==> src/rtl/divisor_freq_prog.sv <==
// Programmable clock-enable generator for the MIPS core.
// It supports pulse, square-wave and push-button single-step modes, and the divisor can be reloaded at run time.
module divisor_freq_prog #(
    parameter int          WIDTH     = 24,
    parameter int unsigned DIV_RESET = 1562500
) (
    input  logic             clock_fpga,
    input  logic             congela_sw,
    input  logic             congela,
    input  logic             halt,
    input  logic [1:0]       mode,
    input  logic             div_load,
    input  logic [WIDTH-1:0] div_value,
    input  logic             step,
    output logic             new_clock,
    output logic             led_pc,
    output logic             div_err
);

    typedef enum logic [1:0] {
        MODE_PULSE     = 2'b00,
        MODE_SQUARE    = 2'b01,
        MODE_STEP      = 2'b10,
        MODE_PULSE_ALT = 2'b11
    } mode_t;

    logic [WIDTH-1:0] cnt, cnt_n;
    logic [WIDTH-1:0] div_q, div_n;
    logic             sq, sq_n;
    logic             step_d;
    logic [1:0]       mode_q;
    logic             new_clock_n, led_pc_n, div_err_n;
    logic             terminal;

    assign terminal = (cnt == div_q);

    // Next-state logic. It applies the controls in priority order: freeze, load, mode change, halt, then the mode itself.
    always_comb begin
        cnt_n       = cnt;
        div_n       = div_q;
        sq_n        = sq;
        new_clock_n = 1'b0;
        led_pc_n    = 1'b0;
        div_err_n   = 1'b0;
        if (congela) begin
            cnt_n = '0;
            sq_n  = 1'b0;
        end else if (div_load) begin
            // A zero divisor is rejected. The count and phase are left untouched for that cycle.
            if (div_value != '0) begin
                div_n = div_value;
                cnt_n = '0;
                sq_n  = 1'b0;
            end else begin
                div_err_n = 1'b1;
            end
        end else if (mode != mode_q) begin
            cnt_n = '0;
            sq_n  = 1'b0;
        end else if (halt) begin
            sq_n = 1'b0;
        end else begin
            case (mode_t'(mode))
                MODE_STEP: begin
                    cnt_n       = '0;
                    sq_n        = 1'b0;
                    new_clock_n = step & ~step_d;
                end
                MODE_SQUARE: begin
                    if (terminal) begin
                        cnt_n       = '0;
                        sq_n        = ~sq;
                        new_clock_n = ~sq;
                    end else begin
                        cnt_n       = cnt + 1'b1;
                        new_clock_n = sq;
                        led_pc_n    = 1'b1;
                    end
                end
                default: begin
                    if (terminal) begin
                        cnt_n       = '0;
                        new_clock_n = 1'b1;
                    end else begin
                        cnt_n    = cnt + 1'b1;
                        led_pc_n = 1'b1;
                    end
                end
            endcase
        end
    end

    // State and output registers.
    // step_d and mode_q are sampled on every edge, so a step edge that arrives while the block is blocked is consumed.
    always_ff @(posedge clock_fpga) begin
        if (congela_sw) begin
            cnt       <= '0;
            div_q     <= WIDTH'(DIV_RESET);
            sq        <= 1'b0;
            step_d    <= 1'b0;
            mode_q    <= 2'b00;
            new_clock <= 1'b0;
            led_pc    <= 1'b0;
            div_err   <= 1'b0;
        end else begin
            cnt       <= cnt_n;
            div_q     <= div_n;
            sq        <= sq_n;
            step_d    <= step;
            mode_q    <= mode;
            new_clock <= new_clock_n;
            led_pc    <= led_pc_n;
            div_err   <= div_err_n;
        end
    end

endmodule

==> config.mk <==
export PLATFORM = sky130hd
export DESIGN_NAME = divisor_freq_prog
export DESIGN_NICKNAME = d
export VERILOG_FILES = /design/src/rtl/divisor_freq_prog.sv
export SDC_FILE = /design/constraint.sdc
export NUM_CORES = 1
export LEC_CHECK = 0
export CAP_MARGIN = 5
export CORE_ASPECT_RATIO = 0.5
export CORE_MARGIN = 3
export CORE_UTILIZATION = 40
export CTS_BUF_LIST = sky130_fd_sc_hd__clkbuf_4 sky130_fd_sc_hd__clkbuf_8 sky130_fd_sc_hd__clkbuf_16
export CTS_CLUSTER_SIZE = 24
export DETAILED_ROUTE_END_ITERATION = 10
export GPL_TIMING_DRIVEN = 0
export PLACE_DENSITY = 0.68
export SLEW_MARGIN = 20
export SYNTH_ARGS = -nofsm -noshare
export SYNTH_HDL_FRONTEND = slang
export SYNTH_SLANG_ARGS = --single-unit
export TNS_END_PERCENT = 100
==> constraint.sdc <==
create_clock -name clock_fpga -period 3.6 [get_ports clock_fpga]
set_input_delay 1.08 -clock clock_fpga [delete_from_list [all_inputs] [get_ports clock_fpga]]
set_output_delay 1.08 -clock clock_fpga [all_outputs]
set_load 0.02 [all_outputs]
==> results.txt <==
- On the final layout, the worst clock skew is 0.00523 ns.
- Post-synth net total: 350
* Max Clk Rate: 0.305 GHz
* CTS buffer count: 5
- The cell count after synthesis came out at 315.
- For this design the total switching power over the nets is 0.289 mW.
- Post-Synthesis Cell Area: 0.00272 mm^2
* Number of iterations in the first detailed-routing pass: 5
- Power spread over the standard cell area amounts to 379 mW/mm^2.
- Post-layout minimum cycle time: 3.28 ns
* Final weighted congestion in routability-driven placement: 0.835
- The share of the Yosys chip area taken by registers is 40.4%.
- Number of nets in the final layout: 390
* Length in cells of the worst reg-to-reg path: 7
- Clock slew at the register clock pins of the worst setup and hold paths: 0.07 ns
- Initial Util: 43.0%
* Max Buffers Root-to-Sink: 2
* Post-detailed-routing wire length: 6680 um
- The design draws 1.26 mW.
- Share of layout cells above drive strength 1: 5.62%
- Drt wl/cell: 15.0 um
- Crit. End Element: flip-flop
- The flow ran to the end, and the final reports show no timing, DRC or antenna violations.
- Of the total power, the clock network draws 39.6%.
- Peak supply drop: 0.229 mV
* Power share of the sequential group: 50.8%
- Highest-count cells in the layout ignoring fill and taps: sky130_fd_sc_hd__dfxtp_1, sky130_fd_sc_hd__nor2_1, sky130_fd_sc_hd__xnor2_1
- Final hold analysis gives a worst-case slack of 0.499 ns.
- The first routing iteration left 153 violations.
* Category of the worst setup path launch point: input pin
- Number of max-capacitance violations reported: 0
- Worst hold-check path type: flip-flop to flip-flop
* Combinational Power Share: 9.7%
- At the worst endpoint, the arrival time is 3.51 ns.
- TritonCTS built the clock tree.
- Internal power: 0.971 mW
- Hold Vio Cnt, Final: 0
- Min-Delay Path Depth: 1
- In the post-route analysis, the smallest setup slack over all paths is 0.318 ns.
- Setup repair after global routing left no endpoint under its margin.
* Number of flops mapped to enable cells by yosys: 0
- The number of max-slew violations in the final report came to 0.
- Clock tree sinks: 55
- CTS H-tree lvls: 2
- Slew at the pin closest to its max-slew limit: 0.648 ns
- Non-filler instance count after layout: 444
- Data on the critical path is required at its endpoint by 3.82 ns.
- The routed layout has 2353 vias.
- In this run the tightest slew margin relative to its limit is 56.8%.
- Overall overflow remaining after global route: 0
- Share of total power consumed by net switching: 23.0%
- The via count of the first global-routing pass is 2350.
- Dividing the synthesized area by the synthesized cell count gives 8.64 um^2.
- Number of distinct library cell variants in the gate-level netlist after synthesis: 42
- Number of antenna violations at the first check in global routing: 0
* Leading cell type in the layout, fill and taps excluded: sky130_fd_sc_hd__dfxtp_1
* Sum Neg Setup Slack: 0 ns
* Number of top-level pins: 35
* Post-route antenna net violation count: 0
- The final critical path takes up 91.2% of the cycle.
- Die height: 64.3 um
* Layout Cell Area excl Fill: 0.00332 mm^2
* Dominant register cell in the synthesized netlist: sky130_fd_sc_hd__dfxtp_1
- In this run the core area contains 20 standard-cell rows.
- Yosys printed 0 warnings.
- The count of buffers added on input and output ports is 33.
* Clock latency at the later pin of the worst-skew pair: 0.29 ns
- Post-CTS setup repair buffer count: 0
* Final setup viols: 0
- Across all register-to-register paths, the minimum setup slack is 0.94 ns.
* CP Max Fanout: 10
- After detailed routing, the number of remaining DRC violations is 0.
- First-pass GRT wire length: 11300 um
- Post-Place Cell Area: 0.00316 mm^2
* Layout filler cell count: 572
- After synthesis the netlist holds a flip-flop and latch count of 55.
* Maximum number of pins on one net before global-route repair: 18
- P_leak: 1.14 nW
- DIE WIDTH: 123 um
* Core Box Area: 0.00633 mm^2
* P&R area growth vs syn: 22.0%
- Die area: 0.00789 mm^2
- Number of cells after detailed placement: 436
* Vias per inst: 5.30
* Hpwl dp: 5220 um
- At the end of the flow the core is filled with cells to 52.5%.
- Prior to clock tree synthesis, the placed netlist has a worst setup slack of -0.0634 ns.
* Critical Setup Path Class: input pin to flip-flop
- In the synthesized netlist the async set-or-reset flop fraction comes to 0%.
- CTS placed an instance of sky130_fd_sc_hd__clkbuf_16 at the clock tree root.
* Aggregate global-route resource usage: 18.0%
* Inserted Diodes: 0
[registers in the layout, indices dropped and copies added (netlist names)]
name and count:
sq 1, mode_q 2, div_err 1, cnt 24, div_q 24, led_pc 1
new_clock 1, step_d 1
[final cells by class]
type / count / area (um^2) / share of cell area, %
Tap cell: 88 / 110 / 3.31
Buffer: 12 / 51.3 / 1.54
Inverter: 20 / 75.1 / 2.26
Clock buffer: 6 / 139 / 4.18
Clock inverter: 2 / 16.3 / 0.490
Multi-Input combinational cell: 228 / 1500 / 45.1
Sequential cell: 55 / 1100 / 33.1
Timing Repair Buffer: 33 / 330 / 9.94
[worst max-delay path: stages]
cell	delay, ns
sky130_fd_sc_hd__clkdlybuf4s50_1	0.42
sky130_fd_sc_hd__nor4_1	0.39
sky130_fd_sc_hd__nand4_1	0.38
sky130_fd_sc_hd__nor2_1	0.26
sky130_fd_sc_hd__or2_2	0.14
sky130_fd_sc_hd__clkbuf_1	0.24
sky130_fd_sc_hd__o21bai_1	0.20
sky130_fd_sc_hd__buf_2	0.26
sky130_fd_sc_hd__a21oi_1	0.14
[power by group through the flow]
| stage | Sequential, mW | Clock, mW | Combinational, mW |
|---|---|---|---|
| 6_report | 0.640 | 0.499 | 0.122 |
| 2_1_floorplan | 0.649 | 0 | 0.0663 |
| 3_5_place_dp | 0.654 | 0 | 0.120 |
| 5_1_grt | 0.641 | 0.535 | 0.134 |
| 3_3_place_gp | 0.653 | 0 | 0.118 |
| 4_1_cts | 0.640 | 0.507 | 0.122 |
[synthesized netlist by cell type, types with 5 or more instances]
master | instances | area [um^2]
sky130_fd_sc_hd__nand2_1 | 13 | 48.8
sky130_fd_sc_hd__nor4_1 | 12 | 75.1
sky130_fd_sc_hd__nor2b_1 | 9 | 56.3
sky130_fd_sc_hd__a21oi_1 | 5 | 25.0
sky130_fd_sc_hd__nor2_1 | 53 | 199
sky130_fd_sc_hd__buf_2 | 5 | 25.0
sky130_fd_sc_hd__clkbuf_1 | 7 | 26.3
sky130_fd_sc_hd__dfxtp_1 | 55 | 1100
sky130_fd_sc_hd__inv_1 | 20 | 75.1
sky130_fd_sc_hd__nor3_1 | 7 | 35.0
sky130_fd_sc_hd__a211o_1 | 12 | 105
sky130_fd_sc_hd__xnor2_1 | 43 | 377
sky130_fd_sc_hd__nand4_1 | 10 | 62.6
sky130_fd_sc_hd__nand3_1 | 9 | 45.0
sky130_fd_sc_hd__o21ai_0 | 5 | 25.0
sky130_fd_sc_hd__mux2i_1 | 13 | 130
[kinds of logic (layout without fill, tap and decap cells)]
kind of cell             count (synthesis)  in the layout  synth area share [%]
AND/OR/NAND/NOR                        133            133                  25.3
flip-flops                              55             55                  40.4
XOR/XNOR                                43             43                  13.8
AO/OA/AOI/OAI                           35             35                  9.24
buffers and inverters                   32             73                  4.64
multiplexers                            14             14                  5.19
adder cells (fa/ha/maj)                  3              3                  1.38
[per-layer routing]
layer	global-route usage (%)	vias to the layer above	part of all wire, %
met1	25.0	1102	48
met4	5.02	0	1.0
met3	3.36	10	5.2
li1	-	1173	-
met5	0	-	0
met2	28.6	68	46
[what timing repair did]
item | CTS | global route
setup endpoints to repair | 0 | 21
hold buffers | 0 | 0
gates resized for setup | 0 | 1
[final timing paths]
path                  from   endpoint
max          div_value[16]    cnt[11]
min              div_q[15]  div_q[15]
max reg2reg         cnt[8]     cnt[3]
min reg2reg      div_q[15]  div_q[15]
No activity file was read; power rests on OpenSTA's default activity.
